**config.mk**
```make
export PLATFORM = sky130hd
export DESIGN_NAME = systolic_mm_ctrl
export DESIGN_NICKNAME = d
export VERILOG_FILES = /design/src/rtl/systolic_mm_pkg.sv /design/src/rtl/systolic_mm_drain_cnt.sv /design/src/rtl/systolic_mm_ctrl.sv
export SDC_FILE = /design/constraint.sdc
export NUM_CORES = 2
export LEC_CHECK = 0
export ABC_AREA = 1
export CAP_MARGIN = 5
export CORE_AREA = 2 2 612 614
export DETAILED_ROUTE_END_ITERATION = 6
export DIE_AREA = 0 0 614 616
export PLACE_DENSITY = 0.38
export SLEW_MARGIN = 5
export SYNTH_ARGS = -nofsm -noshare
export SYNTH_HDL_FRONTEND = slang
export SYNTH_SLANG_ARGS = --single-unit
```
**constraint.sdc**
```tcl
create_clock -name clk -period 30.6 [get_ports clk]
set_input_delay 4.59 -clock clk [delete_from_list [all_inputs] [get_ports clk]]
set_output_delay 4.59 -clock clk [all_outputs]
set_load 0.02 [all_outputs]
```
**src/rtl/systolic_mm_pkg.sv**
```systemverilog
// Shared types and bus-packing helpers for the 3x3 systolic MAC array sequencer.
package systolic_mm_pkg;

   localparam int N      = 3;
   localparam int DATA_W = 32;
   localparam int ACC_W  = 64;
   localparam int BUS_W  = N * DATA_W;
   localparam int RES_W  = N * N * ACC_W;

   typedef enum logic [2:0] {
      S_IDLE  = 3'd0,
      S_CLEAR = 3'd1,
      S_FEED  = 3'd2,
      S_DRAIN = 3'd3,
      S_HOLD  = 3'd4
   } state_e;

   // Lane i of a flat operand bus occupies bits [32i+31:32i].
   function automatic logic [DATA_W-1:0] get_lane(input logic [BUS_W-1:0] bus, input int i);
      return bus[DATA_W*i +: DATA_W];
   endfunction

   // Accumulator (row i, col j) sits at entry i*N+j of the flat result bus.
   function automatic logic [ACC_W-1:0] get_acc(input logic [RES_W-1:0] bus, input int i,
                                                input int j);
      return bus[ACC_W*(N*i+j) +: ACC_W];
   endfunction

endpackage

```
**src/rtl/systolic_mm_drain_cnt.sv**
```systemverilog
// Loadable down-counter with a zero flag; times the array drain window.
module systolic_mm_drain_cnt #(
   parameter int W = 4
) (
   input  logic         clk,
   input  logic         rst,
   input  logic         load,
   input  logic [W-1:0] load_val,
   input  logic         dec,
   output logic         zero
);

   logic [W-1:0] count;

   // NOTE: sequential state uses non-blocking assignments so every register samples pre-edge values.
   always_ff @(posedge clk or posedge rst) begin
      if (rst) begin
         count <= '0;
      end else if (load) begin
         count <= load_val;
      end else if (dec && (count != '0)) begin
         count <= count - 1'b1;
      end
   end

   assign zero = (count == '0);

endmodule

```
**src/rtl/systolic_mm_ctrl.sv**
```systemverilog
// Job sequencer for the 3x3 systolic array: clear, feed K operand beats, drain,
// capture the nine accumulators and hold them until the consumer takes them.
module systolic_mm_ctrl
   import systolic_mm_pkg::*;
#(
   parameter int SKEW    = 4,
   parameter int MAC_LAT = 1,
   parameter int KW      = 16
) (
   input  logic              clk,
   input  logic              rst,
   input  logic              start,
   input  logic [KW-1:0]     k_len,
   input  logic              in_valid,
   output logic              in_ready,
   input  logic [BUS_W-1:0]  in_a,
   input  logic [BUS_W-1:0]  in_b,
   output logic [BUS_W-1:0]  arr_a,
   output logic [BUS_W-1:0]  arr_b,
   output logic              mac_clr,
   input  logic [RES_W-1:0]  res_in,
   output logic [RES_W-1:0]  res_out,
   output logic              out_valid,
   input  logic              out_ready,
   output logic              busy,
   output logic [31:0]       last_cycles
);

   // Operand register + skew to the far corner MAC + MAC latency.
   localparam int DRAIN_LEN = SKEW + MAC_LAT + 1;
   localparam int CW        = $clog2(DRAIN_LEN + 1);

   state_e        state, state_n;
   logic [KW-1:0] k_reg;
   logic [KW-1:0] beat_cnt;
   logic [31:0]   cyc_cnt;
   logic [31:0]   cyc_inc;
   logic          beat_acc;
   logic          drain_load;
   logic          drain_zero;

   systolic_mm_drain_cnt #(
      .W(CW)
   ) u_drain_cnt (
      .clk      (clk),
      .rst      (rst),
      .load     (drain_load),
      .load_val (CW'(DRAIN_LEN - 1)),
      .dec      (state == S_DRAIN),
      .zero     (drain_zero)
   );

   assign in_ready  = (state == S_FEED) && (beat_cnt < k_reg);
   assign beat_acc  = in_valid && in_ready;
   assign mac_clr   = (state == S_CLEAR);
   assign out_valid = (state == S_HOLD);
   assign busy      = (state != S_IDLE);
   assign cyc_inc   = (cyc_cnt == 32'hFFFF_FFFF) ? cyc_cnt : cyc_cnt + 32'd1;

   // NOTE: every always_comb output gets a default first so no path can infer a latch.
   always_comb begin
      state_n    = state;
      drain_load = 1'b0;
      case (state)
         S_IDLE: begin
            if (start) state_n = S_CLEAR;
         end
         S_CLEAR: begin
            if (k_reg != '0) begin
               state_n = S_FEED;
            end else begin
               state_n    = S_DRAIN;
               drain_load = 1'b1;
            end
         end
         S_FEED: begin
            if (beat_acc && (beat_cnt == k_reg - 1'b1)) begin
               state_n    = S_DRAIN;
               drain_load = 1'b1;
            end
         end
         S_DRAIN: begin
            if (drain_zero) state_n = S_HOLD;
         end
         S_HOLD: begin
            if (out_ready) state_n = S_IDLE;
         end
         default: state_n = S_IDLE;
      endcase
   end

   always_ff @(posedge clk or posedge rst) begin
      if (rst) begin
         state       <= S_IDLE;
         k_reg       <= '0;
         beat_cnt    <= '0;
         cyc_cnt     <= '0;
         arr_a       <= '0;
         arr_b       <= '0;
         res_out     <= '0;
         last_cycles <= '0;
      end else begin
         state <= state_n;
         // Idle and stalled cycles push zero bubbles, which add nothing to the MACs.
         arr_a <= beat_acc ? in_a : '0;
         arr_b <= beat_acc ? in_b : '0;

         if ((state == S_IDLE) && start) begin
            k_reg    <= k_len;
            beat_cnt <= '0;
            cyc_cnt  <= '0;
         end else if (state inside {S_CLEAR, S_FEED, S_DRAIN}) begin
            cyc_cnt <= cyc_inc;
         end

         if (beat_acc) beat_cnt <= beat_cnt + 1'b1;

         if ((state == S_DRAIN) && drain_zero) begin
            res_out     <= res_in;
            last_cycles <= cyc_inc;
         end
      end
   end

endmodule

```
==> metrics.cfg <==
[setup_path]
critPathRequiredTime_ps = 31410
cp.arrival_ps = 9020
cp_max_fo = 157
end_kind = async pin
startpoint_type = input port
worstRegToRegCells = 11
crit_type = in2async
r2r_slack_ps = 25170

[logic_synthesis]
synth_top_area_share_pct = 63.8
synthTopCellsByCount = nand2_1 (2011), dfrtp_1 (870), inv_1 (271)
synth_area_leaders = dfrtp_1 (64%), nand2_1 (22%), inv_1 (3.0%)
yosys.cell_types.count = 49
ys_warn_count = 0
synth.avg_cell_area_um2 = 8.82
ys_seq_area_share_pct = 63.8
synth_flop_cell = dfrtp_1
synthArstFlopShare_pct = 100
yosysMostFrequentCell = nand2_1
synth_edf_count = 0
syn-num-nets = 4677
ys_ff_latch = 870
yosysTopAreaCell = dfrtp_1
synth_cells = 3867
syn_area_um2 = 34100

[sta]
worst_pin_slew_ps = 1070
max_freq_mhz = 122
setup_viol_count_final = 0
post-route-min-period_ps = 8210
hold_viol_final = 0
slew_headroom_pct = 28.4
post-route-period-util_pct = 26.8
clock_skew_ps = 55.8
tns_ps = 0
slew_violations = 0
rsz0062_at_grt = false

[placement]
dp_cells = 10300
gp_congestion = 0.968
dpl_cell_area_um2 = 55700
hpwl_mm = 236
numPortBuffers = 1592

[routing]
vias_per_cell = 3.14
routedWlPerCell_um = 26.5
first_iter_violations = 2138
first_pass_iters = 7
drc = 0
postRouteAntennaNets = 0
via_count = 33100
wl_mm = 280

[clocking]
cts_max_level = 3
clkSlewWorstSetupHoldPaths_ps = 60
numCtsBuffers = 123
clk_path_buf_depth = 4
cts-root-buf = clkbuf_16
cts_tree = done
cts.sinks = 870
post-cts-setup-buffer-count = 0
worstSkewPairLatency_ps = 840
cts_hold_buf = 0
cts_resized = 0

[global_routing]
grt_pass1_vias = 34100
grt_max_degree = 197
grt_pass1_wl_mm = 358
grt_util_all_layers_pct = 14.4
grt-ovfl-total = 0
grt_antenna_before_repair = 149

[die]
fp.dieArea_um2 = 378000
fp.dieW_um = 614
rows = 224
num_io_pins = 1593
initial_core_util_pct = 9.18
core_um2 = 371000
die_y_um = 616

[finish]
stdcell_area_um2 = 60400
syn2layout_area_growth_pct = 77.0
final_cells = 10600
largest_register_ffs = 576
largest-register = res_out
fin_nets = 6251
drive_above_1_share_pct = 5.03
biggestRegsByFlops = res_out (576), arr_a (96), arr_b (96)

[hold_path]
hold_path_depth = 2
hp-class = reg2reg

[power_and_ir_drop]
p_comb_share_pct = 45.9
peakVddDrop_mv = 0.0666
p_leak_uw = 0.0274
p_sw_share_pct = 44.2
pwr-share-seq_pct = 30.1
p_clk_share_pct = 23.9
switching_power_uw = 2990
internal_power_uw = 3770
power_density_nw_per_um2 = 112

[status]
outcome = finished, final reports clean

[run]
cap_viol_max_count = 0

==> cell families (layout without fill, tap and decap cells) <==
kind of cell	count (synthesis)	count (layout)	share of synthesized area (%)
adders and majority gates	21	21	0.771
buffers and inverters	457	2132	5.57
and+or+nand+nor	2381	2381	27.1
AOI/OAI and AO/OA	95	95	1.58
xor gates and xnor gates	43	43	1.10
DFF	870	870	63.8
other	0	42	0
==> placed cells by master (no fill, tap or decap), drive strengths merged, types with 12 or more instances in the layout <==
master         count
buf               25
inv              294
clkinv            20
clkdlybuf4s50   1592
nand2           2020
clkbuf           173
xor2              37
ha                21
diode             42
bufinv            25
nor2             257
nor3              22
dfrtp            870
o21ai             65
nand4             12
nand3             50
==> path summary, 6_finish.rpt <==
check,start,to
min,res_out[183]$_DFFE_PP0P_,res_out[183]$_DFFE_PP0P_
max reg2reg,u_drain_cnt.count[0]$_DFFE_PP0P_,res_out[40]$_DFFE_PP0P_
max in group clk,k_reg[3]$_DFFE_PP0P_,in_ready
max,rst,res_out[539]$_DFFE_PP0P_
min reg2reg,res_out[183]$_DFFE_PP0P_,res_out[183]$_DFFE_PP0P_
min in group asynchronous,rst,res_out[235]$_DFFE_PP0P_
==> power groups by stage <==
stage / combinational (uW) / clock, uW / sequential [uW]
global placement: 3220 / 0 / 2050
CTS: 3230 / 1680 / 2050
floorplan: 765 / 0 / 2450
detailed placement: 3210 / 0 / 2050
global route: 3340 / 1720 / 2090
finish: 3110 / 1620 / 2040
==> layer usage <==
metal / track usage, % / up-vias / wire (um)
met5: 0 / - / 437
met4: 4.03 / 70 / 9790
met3: 4.11 / 456 / 19500
met2: 26.4 / 1264 / 145000
met1: 15.8 / 16500 / 105000
li1: - / 14800 / -
==> through the flow <==
| step | worst slack (ps) | utilization (%) | total power, uW | hold slack [ps] |
|---|---|---|---|---|
| floorplan | 1560 | - | 3210 | 477 |
| global placement | 21540 | 15.0 | 5270 | 463 |
| detailed placement | 21440 | 15.0 | 5260 | 464 |
| CTS | 22360 | 16.2 | 6960 | 480 |
| global route | 21910 | 16.2 | 7150 | 491 |
| finish | 22390 | 16.3 | 6760 | 476 |
==> critical path, cell delays in order <==
cell,delay (ps)
clkdlybuf4s50_1,510
inv_8,510
buf_12,510
buf_4,780
buf_4,770
buf_12,720
==> cell type report <==
type | count | area, um^2
Clock buffer | 173 | 3510
Clock inverter | 53 | 998
Fill cell | 41800 | 311000
Tap cell | 4972 | 6220
Inverter | 289 | 1100
Sequential cell | 870 | 21800
Timing Repair Buffer | 1617 | 16200
Antenna cell | 42 | 105
Multi-Input combinational cell | 2540 | 10500
(Power assumes the default switching activity.)
